[src/rtl/fpu_pkg.sv]
// Shared constants, field widths and pipeline stage records for the
// normalize/round back end of the single-precision FMA datapath.
package fpu_pkg;

    localparam int BIAS     = 127;
    localparam int EXP_MAX  = 2 * BIAS + 1;
    localparam logic [31:0] QNAN = 32'h7FC0_0000;

    localparam int RESULT_W  = 32;
    localparam int EXP_W     = 9;
    localparam int MANT_W    = 27;
    localparam int FRAC_W    = 23;
    localparam int ADJ_EXP_W = 10;
    localparam int LZC_IN_W  = 26;
    localparam int LZC_W     = 5;
    localparam int FLAG_W    = 4;

    localparam int ROUND_NEAREST_EVEN = 0;
    localparam int ROUND_TOWARD_ZERO  = 1;

    typedef struct packed {
        logic              sign;
        logic [EXP_W-1:0]  expIn;
        logic [MANT_W-1:0] mant;
        logic [LZC_W-1:0]  lz;
        logic              carry;
        logic              zero;
        logic              inf;
        logic              invalid;
    } s1_t;

    // Mantissa is normalized here: [25] hidden, [24:2] fraction, [1] guard, [0] sticky
    typedef struct packed {
        logic                        sign;
        logic signed [ADJ_EXP_W-1:0] expAdj;
        logic [MANT_W-2:0]           mant;
        logic                        zero;
        logic                        inf;
        logic                        invalid;
    } s2_t;

    function automatic logic [RESULT_W-1:0] packFloat(
        input logic              sign,
        input logic [7:0]        expField,
        input logic [FRAC_W-1:0] frac
    );
        return {sign, expField, frac};
    endfunction

endpackage

[src/rtl/fpu_lzc.sv]
// Combinational leading-zero counter; an all-zero input reports the full width.
module fpu_lzc
    import fpu_pkg::*;
(
    input  logic [LZC_IN_W-1:0] i_value,
    output logic [LZC_W-1:0]    o_count
);

    // Scan upward so the highest set bit is the last one to write the count
    always_comb begin
        o_count = LZC_W'(LZC_IN_W);
        for (int i = 0; i < LZC_IN_W; i++) begin
            if (i_value[i]) begin
                o_count = LZC_W'(LZC_IN_W - 1 - i);
            end
        end
    end

endmodule

[src/rtl/fpu_normalize_round.sv]
// Three-stage normalize, round and pack pipeline for single-precision FMA
// results, with one global advance enable providing valid/ready backpressure.
module fpu_normalize_round
    import fpu_pkg::*;
#(
    parameter int ROUND_MODE = ROUND_NEAREST_EVEN
) (
    input  logic                 clk,
    input  logic                 rst,
    input  logic                 in_valid,
    output logic                 in_ready,
    input  logic                 in_sign,
    input  logic [EXP_W-1:0]     in_exp,
    input  logic [MANT_W-1:0]    in_mantissa,
    input  logic                 in_infinite,
    input  logic                 in_invalid,
    output logic                 out_valid,
    input  logic                 out_ready,
    output logic [RESULT_W-1:0]  out_result,
    output logic [FLAG_W-1:0]    out_flags
);

    logic                        w_advance;
    logic [LZC_W-1:0]            w_lz;
    s2_t                         w_s2Next;
    logic                        w_guard;
    logic                        w_sticky;
    logic                        w_lsb;
    logic                        w_roundUp;
    logic [FRAC_W+1:0]           w_sum;
    logic [FRAC_W-1:0]           w_frac;
    logic signed [ADJ_EXP_W:0]   w_expFinal;
    logic [RESULT_W-1:0]         w_result;
    logic [FLAG_W-1:0]           w_flags;

    logic                        r_s1Valid;
    s1_t                         r_s1;
    logic                        r_s2Valid;
    s2_t                         r_s2;
    logic                        r_s3Valid;
    logic [RESULT_W-1:0]         r_result;
    logic [FLAG_W-1:0]           r_flags;

    // Masking with rst keeps out_valid low and in_ready high even before the first reset edge
    assign out_valid  = r_s3Valid & ~rst;
    assign w_advance  = out_ready | ~out_valid;
    assign in_ready   = w_advance;
    assign out_result = r_result;
    assign out_flags  = r_flags;

    fpu_lzc u_lzc (
        .i_value (in_mantissa[LZC_IN_W-1:0]),
        .o_count (w_lz)
    );

    always_ff @(posedge clk) begin
        if (rst) begin
            r_s1Valid <= 1'b0;
        end else if (w_advance) begin
            r_s1Valid     <= in_valid;
            r_s1.sign     <= in_sign;
            r_s1.expIn    <= in_exp;
            r_s1.mant     <= in_mantissa;
            r_s1.lz       <= w_lz;
            r_s1.carry    <= in_mantissa[MANT_W-1];
            r_s1.zero     <= (in_mantissa == '0);
            r_s1.inf      <= in_infinite;
            r_s1.invalid  <= in_invalid;
        end
    end

    // The carry path saturates at the top exponent so 511 + 1 cannot wrap negative
    always_comb begin
        w_s2Next         = '0;
        w_s2Next.sign    = r_s1.sign;
        w_s2Next.zero    = r_s1.zero;
        w_s2Next.inf     = r_s1.inf;
        w_s2Next.invalid = r_s1.invalid;
        if (r_s1.carry) begin
            w_s2Next.mant   = {r_s1.mant[MANT_W-1:2], r_s1.mant[1] | r_s1.mant[0]};
            w_s2Next.expAdj = (r_s1.expIn == '1) ? 10'sd511
                                                 : signed'({1'b0, r_s1.expIn} + 10'd1);
        end else begin
            w_s2Next.mant   = r_s1.mant[MANT_W-2:0] << r_s1.lz;
            w_s2Next.expAdj = signed'({1'b0, r_s1.expIn}) - signed'({5'd0, r_s1.lz});
        end
    end

    always_ff @(posedge clk) begin
        if (rst) begin
            r_s2Valid <= 1'b0;
        end else if (w_advance) begin
            r_s2Valid <= r_s1Valid;
            r_s2      <= w_s2Next;
        end
    end

    assign w_lsb      = r_s2.mant[2];
    assign w_guard    = r_s2.mant[1];
    assign w_sticky   = r_s2.mant[0];
    assign w_roundUp  = (ROUND_MODE == ROUND_TOWARD_ZERO) ? 1'b0
                                                          : (w_guard & (w_sticky | w_lsb));
    assign w_sum      = {1'b0, r_s2.mant[MANT_W-2:2]} + {{(FRAC_W+1){1'b0}}, w_roundUp};
    assign w_frac     = w_sum[FRAC_W+1] ? w_sum[FRAC_W:1] : w_sum[FRAC_W-1:0];
    assign w_expFinal = {r_s2.expAdj[ADJ_EXP_W-1], r_s2.expAdj}
                      + {{ADJ_EXP_W{1'b0}}, w_sum[FRAC_W+1]};

    // Flags are {invalid, overflow, underflow, inexact}; special cases override in priority order
    always_comb begin
        w_result = packFloat(r_s2.sign, w_expFinal[7:0], w_frac);
        w_flags  = {3'b000, w_guard | w_sticky};
        if (r_s2.invalid) begin
            w_result = QNAN;
            w_flags  = 4'b1000;
        end else if (r_s2.inf) begin
            w_result = packFloat(r_s2.sign, 8'hFF, '0);
            w_flags  = 4'b0000;
        end else if (r_s2.zero) begin
            w_result = packFloat(r_s2.sign, 8'h00, '0);
            w_flags  = 4'b0000;
        end else if (r_s2.expAdj <= 0) begin
            w_result = packFloat(r_s2.sign, 8'h00, '0);
            w_flags  = 4'b0011;
        end else if (w_expFinal >= EXP_MAX) begin
            w_result = packFloat(r_s2.sign, 8'hFF, '0);
            w_flags  = 4'b0101;
        end
    end

    always_ff @(posedge clk) begin
        if (rst) begin
            r_s3Valid <= 1'b0;
            r_result  <= '0;
            r_flags   <= '0;
        end else if (w_advance) begin
            r_s3Valid <= r_s2Valid;
            r_result  <= w_result;
            r_flags   <= w_flags;
        end
    end

endmodule

[config.mk]
export PLATFORM = sky130hd
export DESIGN_NAME = fpu_normalize_round
export DESIGN_NICKNAME = d
export VERILOG_FILES = /design/src/rtl/fpu_pkg.sv /design/src/rtl/fpu_lzc.sv /design/src/rtl/fpu_normalize_round.sv
export SDC_FILE = /design/constraint.sdc
export NUM_CORES = 1
export LEC_CHECK = 0
export CORE_MARGIN = 8
export CORE_UTILIZATION = 51
export CTS_CLUSTER_SIZE = 12
export DETAILED_ROUTE_END_ITERATION = 6
export GPL_TIMING_DRIVEN = 1
export HOLD_SLACK_MARGIN = 0.12
export PLACE_DENSITY = 0.77
export SETUP_SLACK_MARGIN = 0.5
export SYNTH_ARGS = -nofsm -noshare
export SYNTH_HDL_FRONTEND = slang
export SYNTH_SLANG_ARGS = --single-unit
[constraint.sdc]
create_clock -name clk -period 5.8 [get_ports clk]
set_input_delay 1.16 -clock clk [delete_from_list [all_inputs] [get_ports clk]]
set_output_delay 1.16 -clock clk [all_outputs]
set_load 0.05 [all_outputs]
==> impl_results.md, run 1 <==
- Status: finished, final reports clean
- Pre-antenna DRT Iters: 6
- CP max stage cell: clkdlybuf4s50_1
- Nets: about 770
- Hold Vio Cnt, Final: 0
- Synth async-reset ratio: 0%
- Period minus WS final: 4610 ps
- CTS Buffer Depth: 2
- Critical path's largest stage delay: 840 ps
- Crit Path Category: in2out
- LEAKAGE: 0.00297 uW
- Xor/xnor cell area share of the yosys netlist: approximately 3.5%
- TNS Setup: 0 ps
- Critical Path AT: ~3500 ps
- Syn nets: slightly below 700
- Crit path max-delay family: buffers and inverters
- Post-synthesis register bit count: 124
- FMAX: approximately 0.22 GHz
- RSZ-0062 raised after global routing: no
- Multi-input gate area: roughly 3200 um^2
- Synth cell types: 60
- Starting density of the core: just over 50%
- Worst slew pin tran: approximately 980 ps
- Initial antenna violation count: 0
- Synthesized area per cell: between 10 and 15 um^2
- Switching Share: around 25%
- Placed cell area: approximately 7700 um^2
- Die Y-Extent: roughly 130 um
- Hold_ws: 427 ps
- IR drop worst, VDD: around 0.23 mV
- Largest family of logic cells by synthesized area: simple AND/OR/NAND/NOR gates
- Post-synthesis mux area share: about a tenth
- Data required, critical path: roughly 4600 ps
- Post-Synthesis Cells: 639
- Die area: roughly 17,000 um^2
- Sequential fraction of design power: approximately 45%
- Hold Path Class: reg2reg
- DR vias: ~5,400
- Post-Place Worst Slack: between 1000 and 1500 ps
- Post-Synth Simple-Gate Area: roughly 16%
- Setup bufs post-CTS: 0
- Root buffer cell: clkbuf_16
- Routed wire length: 16,100 um
- Pwr dens: about 290 nW/um^2
- Final setup viols: 0
- CP max FO: 27
- Final HPWL DP: 11,900 um
- Ant. Diodes: 0
- Worst-path clk slew: ~50 ps
- Fill count: 1,061
- FP Rows: 42
- EDFF count, synth: 85
- Post-CTS sizing: 0
- Sw Pwr: about 600 uW
- Main synth FF type: edfxtp_1
- Synth Area in Compound Gates: between 10 and 15%
- Clock power share: 40.9%
- First-pass GRT wire length: between 20,000 and 30,000 um
- Number of buffers and inverters on the critical path: 4
- Clock sinks: roughly 120
- All-Layer GR Usage: 19.1%
- Internal power: approximately 1800 uW
- Stages on worst setup path: 6
- Dominant cell by count in the synthesized netlist: edfxtp_1
- Clock latency on the worst-skew pair: around 420 ps
- Clk_skew: 14.2 ps
- CTS tree: built
- Die width: around 130 um
- Max Slew Vio Count: 0
- Drt wl/cell: between 15 and 20 um
- Share of layout cells above drive strength 1: 9.03%
- Max Cap Viol: 0
- Relative slew margins: between 30% and 40%
- Starting DRT DRC Count: about 500
- CTS buffer count: 17
- Routability cong.: roughly 0.93
- Final Cell Area: approximately 8200 um^2
- Top Ports: 81
- IO Port Bufs: 80
- Seq/Total Area, Yosys: 49.8%
- Register Area: about 3300 um^2
- Adder-cell area share of the yosys netlist: 2.17%
- Worst r2r path cells: 14
- CP Cell Sequence: clkdlybuf4s50_1 > nor2b_1 > nor2b_1 > buf_4 > inv_1 > clkdlybuf4s50_1
- Vias per cell: ~5.9
- Post-synth top cells: edfxtp_1 (85), nand2_1 (79), nor2_1 (47)
- Area Overhead vs Synth: 22.6%
- Post-route setup slack: around 1200 ps
- Pin count of the biggest net entering global routing: 38
- Leading area contributor after synthesis: edfxtp_1
- Hold depth: 0
- Share of the synthesized area in the top cell type: about two fifths
- Routed Antenna Nets: 0
- H-tree depth: 4
- Synth Warn #: 0
- Final period util: ~79%
- Startpoint Class: input port
- Cts hold-fix bufs: 0
- Number of global-route vias before repair: 5,098
- Top post-synthesis cells by area: edfxtp_1 (38%), dfxtp_1 (12%), mux4_2 (6.1%)
- Cell Area, Synth: approximately 6700 um^2
- CP endpoint kind: output pin
- Comb pwr share: 13.9%
- Total grt overflow: 0
- DRC viols: 0
- Core ar.: around 13,000 um^2
[per-layer routing]
layer  vias up  part of all wire [%]  track usage (%)
met3        39                   7.1             5.07
met5         -                     0                0
met4         0                   3.1             9.52
met1      2503                    42             22.9
li1       2569                     -                -
met2       252                    47             31.3
[cells by family after synthesis]
kind of cell	Yosys count
AOI/OAI and AO/OA	151
xor gates and xnor gates	27
adders and majority gates	11
buffers and inverters	50
DFF	124
muxes	47
and+or+nand+nor	229
[flip-flops by register name (all words and copies together), names as in the netlist]
register and cells:
out_flags 4, r_s1Valid 1, r_s1 45, out_result 32, r_s2 40, r_s2Valid 1
r_s3Valid 1
[worst paths after layout]
kind / start / to / slack [ps]
setup / recovery: rst / in_ready / 1190
hold / removal: r_s1[45]$_DFFE_PP_ / r_s2[39]$_DFFE_PP_ / 430
hold reg to reg: r_s1[45]$_DFFE_PP_ / r_s2[39]$_DFFE_PP_ / 430
setup reg to reg: r_s2[3]$_DFFE_PP_ / out_result[13]$_SDFFE_PP0N_ / 1730
[cells in the final DEF, fill, tap and decap left out, types with 7 or more instances in the layout]
master,netlist,routed
a21oi_1,34,34
a22o_1,18,18
and3_1,14,14
buf_4,0,8
clkbuf_16,0,19
clkdlybuf4s50_1,0,80
dfxtp_1,39,39
edfxtp_1,85,85
ha_1,10,10
inv_1,17,17
mux2i_1,23,23
mux4_2,18,18
nand2_1,79,79
nand2b_1,8,8
nand3_1,19,19
nand4_1,7,7
nor2_1,47,46
nor3_1,14,14
nor4_1,15,15
o21ai_0,30,30
o21ai_1,22,22
or3_1,7,7
xnor2_1,18,18
xor2_1,9,9
[per-stage QoR]
stage / util (%) / total power, uW / cells
floorplan: - / 1290 / 639
CTS: 62.9 / 2370 / 907
detailed placement: 58.8 / 1400 / 875
global route: 62.9 / 2450 / 907
finish: 62.9 / 2350 / 907
global placement: 58.8 / 1390 / 875
[layout make-up]
cell class                 count  area share, %
multi-input combinational    465           38.6
tap                          176           2.68
inverter                      22           1.01
clock buffer                  26           6.24
timing repair buffer          88           10.5
sequential                   124           40.6
clock inverter                 6          0.381
[power groups by stage]
| stage | sequential [uW] | combinational [uW] | clock [uW] |
|---|---|---|---|
| finish | 1060 | 326 | 964 |
| global route | 1070 | 353 | 1020 |
| CTS | 1060 | 325 | 982 |
| detailed placement | 1080 | 323 | 0 |
| global placement | 1080 | 316 | 0 |
| floorplan | 1080 | 201 | 0 |
Note: power is estimated with default switching activity, not from simulation.
==> inputs of run 2 (changes only) <==
CORE_UTILIZATION = 56   (was 51)
PLACE_DENSITY = 0.8   (was 0.77)
clock period = 4.3 ns   (was 5.8 ns; I/O delays follow)
==> run 2 against run 1 <==
  * Combinational power up 39%
  * Sequential power rose by 35%
  * Global-route usage increased by 2.4 points
  * Worst hold slack worse by 1.4 ps
  * Die area decreased by 7.9%
  * Sequential share of layout area shrank 0.31 points
  * Largest cell class unchanged
==> impl_results.md, run 2 (synthesized netlist as in run 1, its figures left out) <==
- Root buffer cell: clkbuf_16
- Stages on worst setup path: 14 (+8)
- Nets: 773 (+0.13%)
- Largest reg by FF count: r_s1
- LEAKAGE: 0.00300 uW (+1.1%)
- Starting DRT DRC Count: 628 (+27%)
- Hold Vio Cnt, Final: 0 (unchanged)
- Area Overhead vs Synth: 23.6%
- Routed Antenna Nets: 0 (unchanged)
- Clk_skew: 7.89 ps (-6.34 ps)
- Clock sinks: 124 (unchanged)
- Crit-path most repeated cell: ha_1
- Worst r2r path cells: 14 (unchanged)
- DRC viols: 0 (unchanged)
- All-Layer GR Usage: 21.5% (+2.4 points)
- Cts hold-fix bufs: 0 (unchanged)
- Drt wl/cell: 19.2 um (+8.7%)
- Crit Path Category: reg2reg
- Vias per cell: 6.21 (+5.1%)
- Max Cap Viol: 0 (unchanged)
- Final period util: 82.8%
- CP endpoint kind: flip-flop
- Final Power: 3290 uW (+40%)
- Ant. Diodes: 0 (unchanged)
- RSZ-0062 raised after global routing: no
- Worst-path clk slew: 60 ps (about the same)
- IR drop worst, VDD: 0.244 mV (+7.8%)
- H-tree depth: 4 (unchanged)
- Die area: 15,700 um^2 (-7.9%)
- Final HPWL DP: 12,300 um (+2.9%)
- TNS Setup: 0 ps (unchanged)
- Worst slew pin tran: 953 ps (-22.7 ps)
- Clock latency on the worst-skew pair: 420 ps (about the same)
- Share of layout cells above drive strength 1: 10.7% (+1.6 points)
- FMAX: around 0.28 GHz
- Startpoint Class: flip-flop
- Critical Path AT: 3910 ps (+460 ps)
- CTS buffer count: 17 (unchanged)
- Total grt overflow: 0 (unchanged)
- Number of buffers and inverters on the critical path: 1 (-3)
- Data required, critical path: 4650 ps (about the same)
- Commonest non-fill, non-tap cell in the layout: edfxtp_1
- IO Port Bufs: 80 (unchanged)
- Core ar.: 11,900 um^2 (-9.0%)
- DR vias: 5,461 (+1.8%)
- Routability cong.: 0.958 (+3.1%)
- CP Cell Sequence: o21a_1 > ha_1 > ha_2 > nand3_2 > or3_1 > inv_2 > ha_1 > ha_1 > nand3_2 > or2_1 > a211o_1 > a31o_1 > and2_1 > a21oi_2
- Max Slew Vio Count: 0 (unchanged)
- Status: finished, final reports clean
- Most frequent cells in the layout: edfxtp_1 (85), clkdlybuf4s50_1 (79), nand2_1 (78), nor2_1 (46), dfxtp_1 (39)
- Die Y-Extent: 125 um (-4.0%)
- CTS Buffer Depth: 2 (unchanged)
- Critical path's largest stage delay: 480 ps (-360 ps)
- Hold depth: 0 (unchanged)
- CP max stage cell: or3_1
- Routed wire length: 16,900 um (+5.4%)
- Relative slew margins: 35.9% (+1.1 points)
- Final setup viols: 0 (unchanged)
- First-pass GRT wire length: 27,000 um (+7.2%)
- Initial antenna violation count: 0 (unchanged)
- Die width: 125 um (-4.0%)
- Pin count of the biggest net entering global routing: 60 (+58%)
- CP max FO: 8 (-70%)
- Number of global-route vias before repair: 5,289 (+3.7%)
- Pre-antenna DRT Iters: 6 (unchanged)
- Period minus WS final: about 3600 ps
- Crit path max-delay family: simple AND/OR/NAND/NOR gates
- Hold Path Class: reg2reg
- FP Rows: 40 (-4.8%)
- Max FFs per register: 45 (unchanged)
- CTS tree: built
- Pwr dens: 398 nW/um^2 (+39%)
- Top Ports: 81 (unchanged)
- Starting density of the core: 56.4% (+5.1 points)
[run 2: path summary, 6_finish.rpt]
check / slack (ps) / startpoint / to
setup reg to reg: 740 / r_s2[3]$_DFFE_PP_ / out_result[23]$_SDFFE_PP0N_
hold / removal: 430 / r_s1[1]$_DFFE_PP_ / r_s2[1]$_DFFE_PP_
setup / recovery: 740 / r_s2[3]$_DFFE_PP_ / out_result[23]$_SDFFE_PP0N_
hold reg to reg: 430 / r_s1[1]$_DFFE_PP_ / r_s2[1]$_DFFE_PP_
[run 2: what timing repair did]
item / in CTS / in global routing
setup buffers: 0 / 0
endpoints found under the setup margin: 10 / 21
gates resized for setup: 1 / 6
[run 2: final cells by class]
| cell class | count | area (um^2) |
|---|---|---|
| Fill cell | 892 | 3590 |
| Sequential cell | 124 | 3330 |
| Multi-Input combinational cell | 465 | 3190 |
| Timing Repair Buffer | 89 | 878 |
| Clock buffer | 25 | 551 |
| Tap cell | 147 | 184 |
| Inverter | 22 | 82.6 |
| Clock inverter | 7 | 46.3 |
[run 2: worst register-to-register path: cells and delay by family, from the launching register on]
family | cells | cell delay, ps
AND/OR/NAND/NOR | 5 | 1350
adder cells (fa/ha/maj) | 4 | 890
AO/OA/AOI/OAI | 4 | 800
flip-flops | 1 | 340
buffers and inverters | 1 | 110
[run 2: report_power, final]
group / leakage, uW / switching [uW] / internal [uW]
clock: 0.000296 / 514 / 890
sequential: 0.00116 / 72.7 / 1360
combinational: 0.00155 / 255 / 198
[run 2: metrics by stage]
stage	worst slack, ps	std cells	hold WS (ps)	area (um^2)	utilization [%]
after CTS	532	879	424	8240	69.5
after global routing	484	879	428	8270	69.7
final	739	879	426	8270	69.7
after global placement	604	847	401	7640	64.4
after floorplan	506	639	400	6690	-
after detailed placement	396	847	410	7640	64.4
[run 2: layer usage]
layer / global-route usage [%] / wire [um] / vias up / part of all wire, %
met5: 0 / 0 / - / 0
met4: 11.1 / 523 / 0 / 3.1
met3: 4.80 / 1100 / 45 / 6.5
met2: 35.8 / 8240 / 245 / 49
met1: 25.5 / 7060 / 2589 / 42
li1: - / - / 2582 / -
==> inputs of run 3 (changes only) <==
CORE_UTILIZATION = 51   (was 56)
PLACE_DENSITY = 0.77   (was 0.8)
clock period = 3.2 ns   (was 4.3 ns; I/O delays follow)
==> run 3 against run 2 <==
  * Cell count rose by 5.8%
  * Combinational power rose by 43%
  * Critical path depth fell by 1
  * Via count fell by 0.11%
  * Critical path type unchanged
  * Critical endpoint is now out_result[12]$_SDFFE_PP0N_
  * Largest power group unchanged
  * Highest routed layer unchanged
==> impl_results.md, run 3 (synthesized netlist as in run 1, its figures left out) <==
- First-pass GRT wire length: 27,200 um (+0.69%)
- CP max FO: 8 (unchanged)
- Ant. Diodes: 0 (unchanged)
- Number of global-route vias before repair: 5,455 (+3.1%)
- CTS tree: built
- Routed wire length: 16,900 um (+0.17%)
- Pre-antenna DRT Iters: 5 (-1)
- Clk_skew: 12.6 ps (+4.69 ps)
- Die area: 17,000 um^2 (+8.5%)
- Period minus WS final: 3120 ps (-443 ps)
- Largest reg by FF count: r_s1
- Startpoint Class: flip-flop
- Pin count of the biggest net entering global routing: 60 (unchanged)
- Hold_ws: 417 ps (-8.84 ps)
- All-Layer GR Usage: 20.7% (-0.72 points)
- CTS Buffer Depth: 2 (unchanged)
- Placed insts: 885 (+4.5%)
- DR vias: 5,455 (-0.11%)
- Critical Path AT: 3420 ps (-490 ps)
- Die width: 131 um (+4.2%)
- Vias per cell: 5.87 (-5.6%)
- Number of buffers and inverters on the critical path: 1 (unchanged)
- RSZ-0062 raised after global routing: yes
- Data required, critical path: 3500 ps (-1150 ps)
- Crit Path Category: reg2reg
- Relative slew margins: 58.0% (+22 points)
- FMAX: 0.321 GHz (+14%)
- Final period util: 97.4% (+15 points)
- Die Y-Extent: 131 um (+4.2%)
- Crit path max-delay family: simple AND/OR/NAND/NOR gates
- R2R setup slack: 80 ps (-660 ps)
- Initial antenna violation count: 0 (unchanged)
- Worst-path clk slew: 50 ps (about the same)
- Status: finished, final reports clean
- Clock sinks: 124 (unchanged)
- Clock latency on the worst-skew pair: 420 ps (about the same)
- Max FFs per register: 45 (unchanged)
- FP Rows: 42 (+5.0%)
- Core ar.: 13,000 um^2 (+9.9%)
- Worst slew pin tran: 624 ps (-329 ps)
- Starting DRT DRC Count: 574 (-8.6%)
- IO Port Bufs: 80 (unchanged)
- Routed Antenna Nets: 0 (unchanged)
- Critical path's largest stage delay: 420 ps (-60 ps)
- Hold Path Class: reg2reg
- IR drop worst, VDD: 0.363 mV (+49%)
- Commonest non-fill, non-tap cell in the layout: edfxtp_1
- CP endpoint kind: flip-flop
- H-tree depth: 4 (unchanged)
- Crit-path most repeated cell: ha_4
- CTS buffer count: 17 (unchanged)
- Most frequent cells in the layout: edfxtp_1 (85), nand2_1 (78), clkdlybuf4s50_1 (78), nor2_1 (46), dfxtp_1 (39)
- Final setup viols: 0 (unchanged)
- DRC viols: 0 (unchanged)
- Hold Vio Cnt, Final: 0 (unchanged)
- CP Cell Sequence: o21a_1 > ha_4 > ha_4 > nand3_4 > or3_4 > inv_4 > ha_4 > ha_4 > nand3_4 > or2_4 > a211o_1 > and3b_2 > a32o_1
- Pwr dens: 494 nW/um^2 (+24%)
- Root buffer cell: clkbuf_16
- Final HPWL DP: 12,500 um (+2.0%)
- Max Slew Vio Count: 0 (unchanged)
- CP max stage cell: or3_4
- Drt wl/cell: 18.2 um (-5.3%)
- Post-Layout Cell Count: 930 (+5.8%)
- Nets: 795 (+2.8%)
- TNS Setup: 0 ps (unchanged)
- Max Cap Viol: 0 (unchanged)
- Share of layout cells above drive strength 1: 16.2% (+5.5 points)
- Total grt overflow: 0 (unchanged)
- Top Ports: 81 (unchanged)
- Fill count: 1,041 (+17%)
- Routability cong.: 0.910 (-5.0%)
- Starting density of the core: 51.3% (-5.1 points)
- Final Power: 4230 uW (+29%)
- Area Overhead vs Synth: 28.1%
- LEAKAGE: 0.00310 uW (+3.2%)
## run 3: path summary, 6_finish.rpt
check / start / to / cells after the start
setup reg to reg: r_s2[5]$_DFFE_PP_ / out_result[12]$_SDFFE_PP0N_ / 13
hold / removal: r_s1[2]$_DFFE_PP_ / r_s2[2]$_DFFE_PP_ / 0
setup / recovery: r_s2[5]$_DFFE_PP_ / out_result[12]$_SDFFE_PP0N_ / 13
hold reg to reg: r_s1[2]$_DFFE_PP_ / r_s2[2]$_DFFE_PP_ / 0
## run 3: worst register-to-register path, stage by stage (launching register included)
cell and delay, ps:
edfxtp_1 350, o21a_1 170, ha_4 160, ha_4 140, nand3_4 70, or3_4 420, inv_4 90, ha_4 150
ha_4 140, nand3_4 120, or2_4 290, a211o_1 320, and3b_2 300, a32o_1 280
## run 3: where the power goes
| group | leakage, uW | total [uW] | switching (uW) | internal [uW] |
|---|---|---|---|---|
| Clock | 0.000259 | 1660 | 644 | 1020 |
| Combinational | 0.00168 | 647 | 357 | 290 |
| Sequential | 0.00116 | 1920 | 94.1 | 1830 |
## run 3: routing by layer
metal,vias up,global-route usage (%),part of all wire [%]
met5,-,0,0
met4,0,11.4,3.7
met3,49,5.44,6.0
met2,204,33.8,48
met1,2570,24.6,43
li1,2632,-,-
## run 3: stage by stage
step,setup WS [ps],cell area [um^2],util [%]
2_1_floorplan,192,6840,-
3_3_place_gp,94.9,7880,60.5
3_5_place_dp,-24.7,7880,60.5
4_1_cts,111,8510,65.3
5_1_grt,2.07,8570,65.8
6_report,82.0,8570,65.8
## run 3: layout make-up
cell class	count	area, um^2	share of cell area [%]
Clock inverter	8	46.3	0.540
Multi-Input combinational cell	467	3370	39.4
Timing Repair Buffer	109	1040	12.1
Tap cell	176	220	2.57
Clock buffer	24	472	5.50
Inverter	22	86.3	1.01
Sequential cell	124	3330	38.9
## run 3: what timing repair did
action                     CTS  global route
hold buffers                 0             0
resized for setup            9             8
setup endpoints to repair   33            33
cloned                       1             1
setup buffers                8             3
pin swaps                   15             4
